**config.mk**
```make
export PLATFORM = sky130hd
export DESIGN_NAME = frame_draw_scheduler
export DESIGN_NICKNAME = d
export VERILOG_FILES = /design/src/rtl/snake_pkg.sv /design/src/rtl/cell_scan_counter.sv /design/src/rtl/frame_draw_scheduler.sv
export SDC_FILE = /design/constraint.sdc
export NUM_CORES = 1
export LEC_CHECK = 0
export ABC_AREA = 1
export CORE_MARGIN = 5
export CORE_UTILIZATION = 47
export CTS_CLUSTER_SIZE = 24
export DETAILED_ROUTE_END_ITERATION = 8
export PLACE_DENSITY_LB_ADDON = 0.08
export SYNTH_ARGS = -nofsm -noshare
export SYNTH_HDL_FRONTEND = slang
export SYNTH_SLANG_ARGS = --single-unit
export TNS_END_PERCENT = 30
```
**constraint.sdc**
```tcl
create_clock -name clk -period 1.69 [get_ports clk]
set_clock_uncertainty 0.05 [all_clocks]
set_input_delay 0.169 -clock clk [delete_from_list [all_inputs] [get_ports clk]]
set_output_delay 0.169 -clock clk [all_outputs]
set_load 0.02 [all_outputs]
```
**src/rtl/snake_pkg.sv**
```systemverilog
// Shared types for the snake display path.
//   obj_code_t    : 3-bit object code reported by frame_tracker and drawn by the LCD writer
//   sched_state_t : frame_draw_scheduler FSM states
//   GRID_*_DEF    : default play-field geometry
package snake_pkg;

  typedef enum logic [2:0] {
    OBJ_BLANK  = 3'd0,
    OBJ_BODY   = 3'd1,
    OBJ_HEAD   = 3'd2,
    OBJ_APPLE  = 3'd3,
    OBJ_BORDER = 3'd4
  } obj_code_t;

  typedef enum logic [2:0] {
    ST_IDLE = 3'd0,
    ST_REQ  = 3'd1,
    ST_CAPT = 3'd2,
    ST_SEND = 3'd3,
    ST_DONE = 3'd4
  } sched_state_t;

  localparam int GRID_W_DEF = 16;
  localparam int GRID_H_DEF = 16;
  localparam int CW_DEF     = 4;

endpackage

```
**src/rtl/cell_scan_counter.sv**
```systemverilog
// Raster cell counter: x runs fastest, y slowest, starting at (0,0).
//   clk, nrst : clock, synchronous active-low reset
//   clear     : return to (0,0)
//   inc       : step to the next cell; holds at the last cell instead of wrapping
//   x, y      : current cell
//   last      : current cell is (GRID_W-1, GRID_H-1)
module cell_scan_counter #(
  parameter int GRID_W = 16,
  parameter int GRID_H = 16,
  parameter int CW     = 4
) (
  input  logic          clk,
  input  logic          nrst,
  input  logic          clear,
  input  logic          inc,
  output logic [CW-1:0] x,
  output logic [CW-1:0] y,
  output logic          last
);

  localparam logic [CW-1:0] X_MAX = CW'(GRID_W - 1);
  localparam logic [CW-1:0] Y_MAX = CW'(GRID_H - 1);

  always_ff @(posedge clk) begin
    if (!nrst || clear) begin
      x <= '0;
      y <= '0;
    end else if (inc && !last) begin
      if (x == X_MAX) begin
        x <= '0;
        y <= y + CW'(1);
      end else begin
        x <= x + CW'(1);
      end
    end
  end

  assign last = (x == X_MAX) && (y == Y_MAX);

endmodule

```
**src/rtl/frame_draw_scheduler.sv**
```systemverilog
// Walks the game grid once per game tick, querying frame_tracker cell by cell and
// forwarding changed cells (or every cell on a full redraw) to the display writer.
//   clk, nrst           : clock, synchronous active-low reset
//   sync, force_full    : frame start pulse; force_full sampled with an accepted sync
//   trk_en/trk_x/trk_y  : tracker query strobe and cell
//   trk_code/trk_diff   : tracker answer, valid the cycle after trk_en
//   cmd_valid/cmd_ready : draw command handshake, payload cmd_x/cmd_y/cmd_code
//   busy                : scan in progress (including the DONE cycle)
//   frame_done          : one-cycle pulse at scan end
//   overrun             : one-cycle pulse, sync seen while busy
module frame_draw_scheduler
  import snake_pkg::*;
#(
  parameter int GRID_W = GRID_W_DEF,
  parameter int GRID_H = GRID_H_DEF,
  parameter int CW     = CW_DEF
) (
  input  logic          clk,
  input  logic          nrst,
  input  logic          sync,
  input  logic          force_full,
  output logic          trk_en,
  output logic [CW-1:0] trk_x,
  output logic [CW-1:0] trk_y,
  input  obj_code_t     trk_code,
  input  logic          trk_diff,
  output logic          cmd_valid,
  input  logic          cmd_ready,
  output logic [CW-1:0] cmd_x,
  output logic [CW-1:0] cmd_y,
  output obj_code_t     cmd_code,
  output logic          busy,
  output logic          frame_done,
  output logic          overrun
);

  sched_state_t  state;
  logic          full;
  logic          first_frame;
  logic          cnt_clear;
  logic          cnt_inc;
  logic          cnt_last;
  logic [CW-1:0] cnt_x;
  logic [CW-1:0] cnt_y;

  cell_scan_counter #(
    .GRID_W (GRID_W),
    .GRID_H (GRID_H),
    .CW     (CW)
  ) u_scan (
    .clk   (clk),
    .nrst  (nrst),
    .clear (cnt_clear),
    .inc   (cnt_inc),
    .x     (cnt_x),
    .y     (cnt_y),
    .last  (cnt_last)
  );

  // The counter holds the cell being queried, so it doubles as the query address.
  assign trk_x = cnt_x;
  assign trk_y = cnt_y;

  always_comb begin
    cnt_clear = (state == ST_IDLE) && sync;
    cnt_inc   = ((state == ST_CAPT) && !(trk_diff || full)) ||
                ((state == ST_SEND) && cmd_ready);
  end

  // Stage: FSM and registered outputs
  always_ff @(posedge clk) begin
    if (!nrst) begin
      state       <= ST_IDLE;
      full        <= 1'b0;
      first_frame <= 1'b1;
      trk_en      <= 1'b0;
      cmd_valid   <= 1'b0;
      cmd_x       <= '0;
      cmd_y       <= '0;
      cmd_code    <= OBJ_BLANK;
      busy        <= 1'b0;
      frame_done  <= 1'b0;
      overrun     <= 1'b0;
    end else begin
      trk_en     <= 1'b0;
      frame_done <= 1'b0;
      overrun    <= sync && (state != ST_IDLE);
      case (state)
        ST_IDLE: begin
          busy <= 1'b0;
          if (sync) begin
            state       <= ST_REQ;
            busy        <= 1'b1;
            trk_en      <= 1'b1;
            full        <= force_full || first_frame;
            first_frame <= 1'b0;
          end
        end
        ST_REQ: begin
          state <= ST_CAPT;
        end
        ST_CAPT: begin
          if (trk_diff || full) begin
            state     <= ST_SEND;
            cmd_valid <= 1'b1;
            cmd_x     <= cnt_x;
            cmd_y     <= cnt_y;
            cmd_code  <= trk_code;
          end else if (cnt_last) begin
            state      <= ST_DONE;
            frame_done <= 1'b1;
          end else begin
            state  <= ST_REQ;
            trk_en <= 1'b1;
          end
        end
        ST_SEND: begin
          // Payload is frozen until the writer takes it; no timeout path.
          if (cmd_ready) begin
            cmd_valid <= 1'b0;
            if (cnt_last) begin
              state      <= ST_DONE;
              frame_done <= 1'b1;
            end else begin
              state  <= ST_REQ;
              trk_en <= 1'b1;
            end
          end
        end
        ST_DONE: begin
          state <= ST_IDLE;
          busy  <= 1'b0;
        end
        default: begin
          state <= ST_IDLE;
          busy  <= 1'b0;
        end
      endcase
    end
  end

endmodule

```
Yosys cells after proc, flatten, opt, wreduce, memory -nomap -nowiden

Cells that the tools add are included.

Output and inout port bits: 24
Input port bits: 9
Flip-flop bits (word level): 29
Word-level logic and storage cells: 64

Add/subtract/negate cells: 2
Mux-type cells: 19
Equality and inequality tests: 8
Reduce and logical (&&, ||, !) cells: 22

Operators by type and width:

| kind                | count |
|---|---|
| $mux 3              | 4 |
| $pmux 3 s4          | 1 |
| $mux 1              | 9 |
| $add 4x1->4 const B | 2 |
| $eq 4x4->1 const B  | 2 |
| $reduce_and 2->1    | 4 |
| $eq 3x2->1 const B  | 2 |
| $logic_and 1x1->1   | 6 |
| $pmux 1 s2          | 3 |
| $logic_or 1x1->1    | 4 |
| $mux 4              | 1 |
| $ne 2x2->1 const B  | 2 |
| $eq 3x1->1 const B  | 1 |
| $logic_not 1->1     | 3 |
| $logic_not 3->1     | 1 |
| $pmux 1 s3          | 1 |
| $reduce_and 3->1    | 1 |
| $reduce_bool 3->1   | 1 |
| $reduce_or 3->1     | 1 |
| $ne 2x1->1 const B  | 1 |
| $reduce_bool 2->1   | 1 |

Longest topological paths before layout

Gate-level depths: netlist of the first run.

Depth after elaboration: 6
Gate-level depth with buffers: 8
Depth with buffers taken out: 8

Cells and area by module

From an unflattened synthesis of the first run, not the netlist that was laid out.

Cells, all modules: 179
Area, all modules: 1413.9 sq um

By module, submodules not included:

| module               | times used | cells each | sequential area each (sq um) | area each (sq um) |
|---|---|---|---|---|
| frame_draw_scheduler | 1          | 113        | 420.4                        | 965.9 |
| cell_scan_counter    | 1          | 66         | 160.2                        | 447.9 |

Worst setup path after synthesis of the first run

Ideal clock, no wire load.

Path kind: reg-to-reg
Start point: register u_scan.x[0]
End point: register u_scan.x[1]
Setup time: 113 ps
Cell stages (with the launch flop): 9
Data arrival time: 1308 ps
Buffers on the path: 0
Slack: 219 ps
Clock period less this slack: 1471 ps
Required time: 1527 ps
Cell sequence: dfxtp_1 > ha_1 > nand3_1 > inv_2 > nand2_4 > nand2_4 > inv_2 > nor2_1 > nor2_1

Longest elaborated chain between the ends: 4
Elaborated cells between the ends (all ways): 6
Those cells by class: add/sub: 1; eq/ne: 1; mux: 1; reduce/logical: 3

RTL lines:

| item                                                | line                    | RTL |
|---|---|---|
| start: declaration                                  | cell_scan_counter.sv:16 | `output logic [CW-1:0] x,` |
| start signal: assignment                            | cell_scan_counter.sv:33 | `x <= x + CW'(1);` |
| branches (longest 4 deep; another with $add 4x1->4) | --                      |  |

Several ways; the timed one is not identified.
A chain may end at the register's enable or synchronous reset.

Worst setup path in the final report of the first run

Start point: register u_scan.y[0]
End point: output trk_y[0]

RTL lines:

| item                     | line                       | RTL |
|---|---|---|
| start: declaration       | cell_scan_counter.sv:17    | `output logic [CW-1:0] y,` |
| start signal: assignment | cell_scan_counter.sv:31    | `y <= y + CW'(1);` |
| end: declaration         | frame_draw_scheduler.sv:24 | `output logic [CW-1:0] trk_y,` |

No word-level cell between the ends.

==> flow_metrics.env, run 1 <==
export IMPL_status="finished, final reports clean"
export IMPL_fp_dieH_um=61.7
export IMPL_synth_edff_count=0
export IMPL_slew_headroom=0.800
export IMPL_fin_hold_ws_ns=0.357
export IMPL_power_density_nw_per_um2=972
export IMPL_synthCells=159
export IMPL_cap_viol_max_count=0
export IMPL_hold_end="overrun"
export IMPL_cts_root_buf="clkbuf_4"
export IMPL_r2r_end="u_scan.x[1]"
export IMPL_seq_area_frac_synth=0.462
export IMPL_rsz0062_at_grt="no"
export IMPL_drive_gt1_frac=0.116
export IMPL_grt_pass1_vias=1112
export IMPL_track_usage=0.178
export IMPL_io_pins=33
export IMPL_row_count=18
export IMPL_slowest_stage="clkdlybuf4s50_1"
export IMPL_syn_area_um2=1260
export IMPL_wl_met2_um=1380
export IMPL_synth_nets=170
export IMPL_dpl_hpwl_um=2130
export IMPL_path_clk_slew_ns=0.08
export IMPL_grt_pass1_wl_um=4910
export IMPL_cp_max_fo=6
export IMPL_diodes=0
export IMPL_crit_arrival_ns=1.41
export IMPL_area_growth_pct=33.4
export IMPL_wl_met3_um=159
export IMPL_path_delay_family="buffers and inverters"
export IMPL_yosys_top_cells_area="dfxtp_1, nor2_1, nand2_1"
export IMPL_synth_top_area_frac=0.462
export IMPL_path_cells="clkdlybuf4s50_1"
export IMPL_synth_main_ff_cell="dfxtp_1"
export IMPL_core_um2=2520
export IMPL_yosys_area_top_type="dfxtp_1"
export IMPL_numCtsBuffers=5
export IMPL_async_reset_ff_frac=0
export IMPL_hold_viol=0
export IMPL_min_period_ns=1.63
export IMPL_drc=0
export IMPL_r2r_start="u_scan.x[1]"
export IMPL_die_x_um=61.7
export IMPL_yosysWarnings=0
export IMPL_p_leak_nw=0.768
export IMPL_worst_pin_slew_ns=0.300
export IMPL_synth_most_common_cell="dfxtp_1"
export IMPL_drt_total_wl_um=2850
export IMPL_synth_cell_types=24
export IMPL_max_stage_delay_ns=0.65
export IMPL_ys_top_cells_by_count="dfxtp_1, nor2_1, nand2_1"
export IMPL_clk_path_buf_depth=2
export IMPL_finalPower_mw=1.63
export IMPL_met1Wirelength_um=1250
export IMPL_grt_start_max_net_pins=19
export IMPL_cp_end_kind="output port"
export IMPL_highest_signal_layer="met4"
export IMPL_multiInputGateArea_um2=596
export IMPL_cts_sinks=29
export IMPL_via_per_inst=4.96
export IMPL_vias=1131
export IMPL_grt_ovfl_total=0
export IMPL_ys_seq_elements=29
export IMPL_crit_type="reg -> out"
export IMPL_wl_per_cell_um=12.5
export IMPL_drt_pass1_iterations=4
export IMPL_worstSetupStartpointType="flip-flop"
export IMPL_htreeDepth=2
export IMPL_whs_path_depth=3
export IMPL_cts_hold_buf=0
export IMPL_hp_start="sync"
export IMPL_nFillCells=226
export IMPL_min_period_over_period=0.962
export IMPL_max_freq_mhz=615
export IMPL_drt_iter0_drc=74
export IMPL_antenna_left=0
export IMPL_r2r_slack_ns=0.23
export IMPL_crit_buf_inv=1
export IMPL_dieArea_um2=3810
export IMPL_clock_latency_ns=0.32
export IMPL_gp_congestion=0.919
export IMPL_io_buffers=32
export IMPL_hold_class="in -> reg"
export IMPL_reg2regPathDepth=8
export IMPL_cts_tree="yes"
export IMPL_synth_avg_cell_area_um2=7.91
export IMPL_regArea_um2=581
export IMPL_setup_viol=0
export IMPL_antenna_found_initial=0
export IMPL_fin_nets=209
export IMPL_slew_viol_final=0
export IMPL_critPathRequiredTime_ns=1.47
export IMPL_initial_utilization=0.499
export IMPL_fin_setup_tns_ns=0
export IMPL_peakVddDrop_uv=712
==> final cells by class <==
| type | count | share of cell area |
|---|---|---|
| tap | 30 | 0.0224 |
| inverter | 17 | 0.0395 |
| sequential | 29 | 0.346 |
| timing repair buffer | 34 | 0.204 |
| multi-input combinational | 111 | 0.355 |
| clock buffer | 7 | 0.0328 |
==> timing repair <==
action / 4_1_cts / 5_1_grt
endpoints found under the setup margin: 0 / 3
buffers inserted: 0 / 0
gates resized for setup: 0 / 3
==> cells by family (layout without fill, tap and decap cells) <==
kind of cell	Yosys count	in the layout	share of synthesized area
XOR/XNOR	2	2	0.0139
adder cells (fa/ha/maj)	2	2	0.0199
AO/OA/AOI/OAI	30	30	0.123
AND/OR/NAND/NOR	77	77	0.316
buffers and inverters	19	58	0.0647
flip-flops	29	29	0.462
==> registers in the layout (all words and copies together) (netlist names), 3 cells and up <==
name	cells
cmd_x	4
cmd_y	4
cmd_code	3
state	3
u_scan.y	4
u_scan.x	4
==> power by group <==
part	internal (mW)	switching, mW	leakage [nW]	total (mW)
logic	0.180	0.249	0.501	0.429
clock network	0.196	0.218	0.0314	0.413
registers	0.750	0.0391	0.236	0.789
==> stage by stage <==
| stage | cell area [um2] | utilization | instances | worst slack [ns] |
|---|---|---|---|---|
| final | 1680 | 0.665 | 228 | 0.0644 |
| after global routing | 1680 | 0.665 | 228 | 0.0119 |
| after CTS | 1670 | 0.662 | 228 | 0.00818 |
| after detailed placement | 1620 | 0.640 | 221 | 0.166 |
| after global placement | 1620 | 0.640 | 221 | 0.161 |
| after floorplan | 1260 | - | 159 | 0.219 |
==> routing by layer <==
metal  up-vias  track usage
met5         -            0
met4         0       0.0727
met3         6       0.0682
met2        21        0.294
met1       505        0.205
li1        599            -
==> worst max-delay path by stage <==
stage,from,end,slack [ns],cells past startpoint
floorplan,u_scan.x[0],u_scan.x[1],0.22,8
global placement,trk_diff,cmd_y[3],0.16,6
detailed placement,trk_diff,cmd_y[3],0.17,6
CTS,u_scan.y[2],trk_y[2],0.008,1
global route,u_scan.y[0],trk_y[0],0.01,1
finish,u_scan.y[0],trk_y[0],0.06,1
==> cell usage in the layout, fill, tap and decap left out, drive strengths merged, types with 2 or more instances in the layout <==
master and instances:
nand3b 2, ha 2, buf 2, inv 17, a21oi 14, nor2 28
clkbuf 7, o21ai 15, dlymetal6s2s 3, clkdlybuf4s50 29, xor2 2, nand3 8
nand2 31, nand4 6, dfxtp 29
(Power assumes the default switching activity.)
==> run 2, diff against run 1 <==
GPL_ROUTABILITY_DRIVEN = 0   (was default)
==> results of run 2 <==
No change in the layout: final DEF, timing and power equal those of run 1.
==> run 3, diff against run 2 <==
CORE_MARGIN = default   (was 5)
==> run 3 against run 2 <==
Sequential share of layout area fell by 0.051 points. Fmax fell by 0.22%. Die area fell by 24%. Worst hold slack got worse by 0.0073 ns. Wire length fell by 3.3%. Sequential cell count did not move. Final cell count did not move. Sequential power barely moved. Critical path depth did not move. First-iteration DRC count fell by 50%. Combinational power barely moved. Clock power rose by 3%. Largest cell class unchanged.
==> flow_metrics.env, run 3 (same netlist as run 1, synthesis figures left out) <==
export IMPL_grt_ovfl_total=0
export IMPL_path_clk_slew_ns=0.08
export IMPL_status="finished, final reports clean"
export IMPL_slew_viol_final=0
export IMPL_worstSetupStartpointType="flip-flop"
export IMPL_min_period_ns=1.63
export IMPL_fin_setup_tns_ns=0
export IMPL_grt_pass1_wl_um=4450
export IMPL_grt_pass1_vias=1020
export IMPL_hold_viol=0
export IMPL_cp_max_fo=6
export IMPL_crit_arrival_ns=1.41
export IMPL_grt_start_max_net_pins=19
export IMPL_cts_hold_buf=0
export IMPL_drive_gt1_frac=0.116
export IMPL_track_usage=0.223
export IMPL_finalCoreUtilization=0.672
export IMPL_cts_tree="yes"
export IMPL_io_buffers=32
export IMPL_clock_latency_ns=0.33
export IMPL_clk_path_buf_depth=2
export IMPL_max_freq_mhz=614
export IMPL_vias=1148
export IMPL_drt_pass1_iterations=4
export IMPL_diodes=0
export IMPL_power_density_nw_per_um2=977
export IMPL_core_um2=2500
export IMPL_final_cell_mix="dfxtp_1, clkdlybuf4s50_1, nor2_1"
export IMPL_antenna_left=0
export IMPL_placedCellCount=221
export IMPL_fin_cells=228
export IMPL_drc=0
export IMPL_wl_per_cell_um=12.1
export IMPL_via_per_inst=5.04
export IMPL_dpl_cell_area_um2=1620
export IMPL_die_x_um=53.7
export IMPL_max_stage_delay_ns=0.64
export IMPL_nFillCells=228
export IMPL_drt_iter0_drc=37
export IMPL_fp_dieH_um=53.7
export IMPL_p_leak_nw=0.787
export IMPL_drt_total_wl_um=2750
export IMPL_row_count=18
export IMPL_slowest_stage="clkdlybuf4s50_1"
export IMPL_path_delay_family="buffers and inverters"
export IMPL_cp_end_kind="output port"
export IMPL_rsz0062_at_grt="no"
export IMPL_dp_slack_ns=0.158
export IMPL_setup_viol=0
export IMPL_area_growth_pct=33.6
export IMPL_worst_pin_slew_ns=0.309
export IMPL_finalPower_mw=1.64
export IMPL_numCtsBuffers=5
export IMPL_fin_nets=209
export IMPL_min_period_over_period=0.964
export IMPL_cts_sinks=29
export IMPL_path_cells="clkdlybuf4s50_1"
export IMPL_cts_root_buf="clkbuf_4"
export IMPL_design_area_um2=1680
export IMPL_antenna_found_initial=0
export IMPL_r2r_slack_ns=0.18
export IMPL_htreeDepth=2
export IMPL_peakVddDrop_uv=624
export IMPL_dieArea_um2=2890
export IMPL_ctsResizeCount=0
export IMPL_dpl_hpwl_um=2040
export IMPL_slew_headroom=0.793
export IMPL_io_pins=33
export IMPL_layout_setup_ws_ns=0.0609
export IMPL_hold_class="in -> reg"
export IMPL_initial_utilization=0.503
export IMPL_critPathRequiredTime_ns=1.47
export IMPL_crit_buf_inv=1
export IMPL_cap_viol_max_count=0
export IMPL_crit_type="reg -> out"
export IMPL_postCtsSetupBuffers=0
export IMPL_final_common_cell="dfxtp_1"
export IMPL_fin_hold_ws_ns=0.350
run 3: cell count changes in the layout (fill, tap and decap cells not counted), sizes merged:
cell	change
dlymetal6s2s	+1
clkdlybuf4s50	-1
run 3: final timing paths:
kind	from	endpoint	cells past startpoint
setup / recovery	u_scan.x[1]	trk_x[1]	1
hold / removal	sync	overrun	3
setup reg to reg	u_scan.x[1]	u_scan.x[2]	7
hold reg to reg	first_frame	first_frame	2
run 3: final cells by class:
class                           instances  area (um2)  area share
Multi-Input combinational cell        111         596       0.354
Inverter                               17        66.3      0.0395
Clock buffer                            7        55.1      0.0328
Sequential cell                        29         581       0.345
Tap cell                               30        37.5      0.0223
Timing Repair Buffer                   34         345       0.206
run 3: layer usage:
metal,GRT usage,part of all wire,vias up
li1,-,-,598
met1,0.261,0.45,519
met2,0.346,0.49,25
met3,0.0989,0.048,6
met4,0.105,0.015,0
met5,0,0,-
run 3: power breakdown:
part           internal [mW]  switching [mW]
sequential             0.750          0.0407
combinational          0.180           0.245
clock                  0.196           0.229
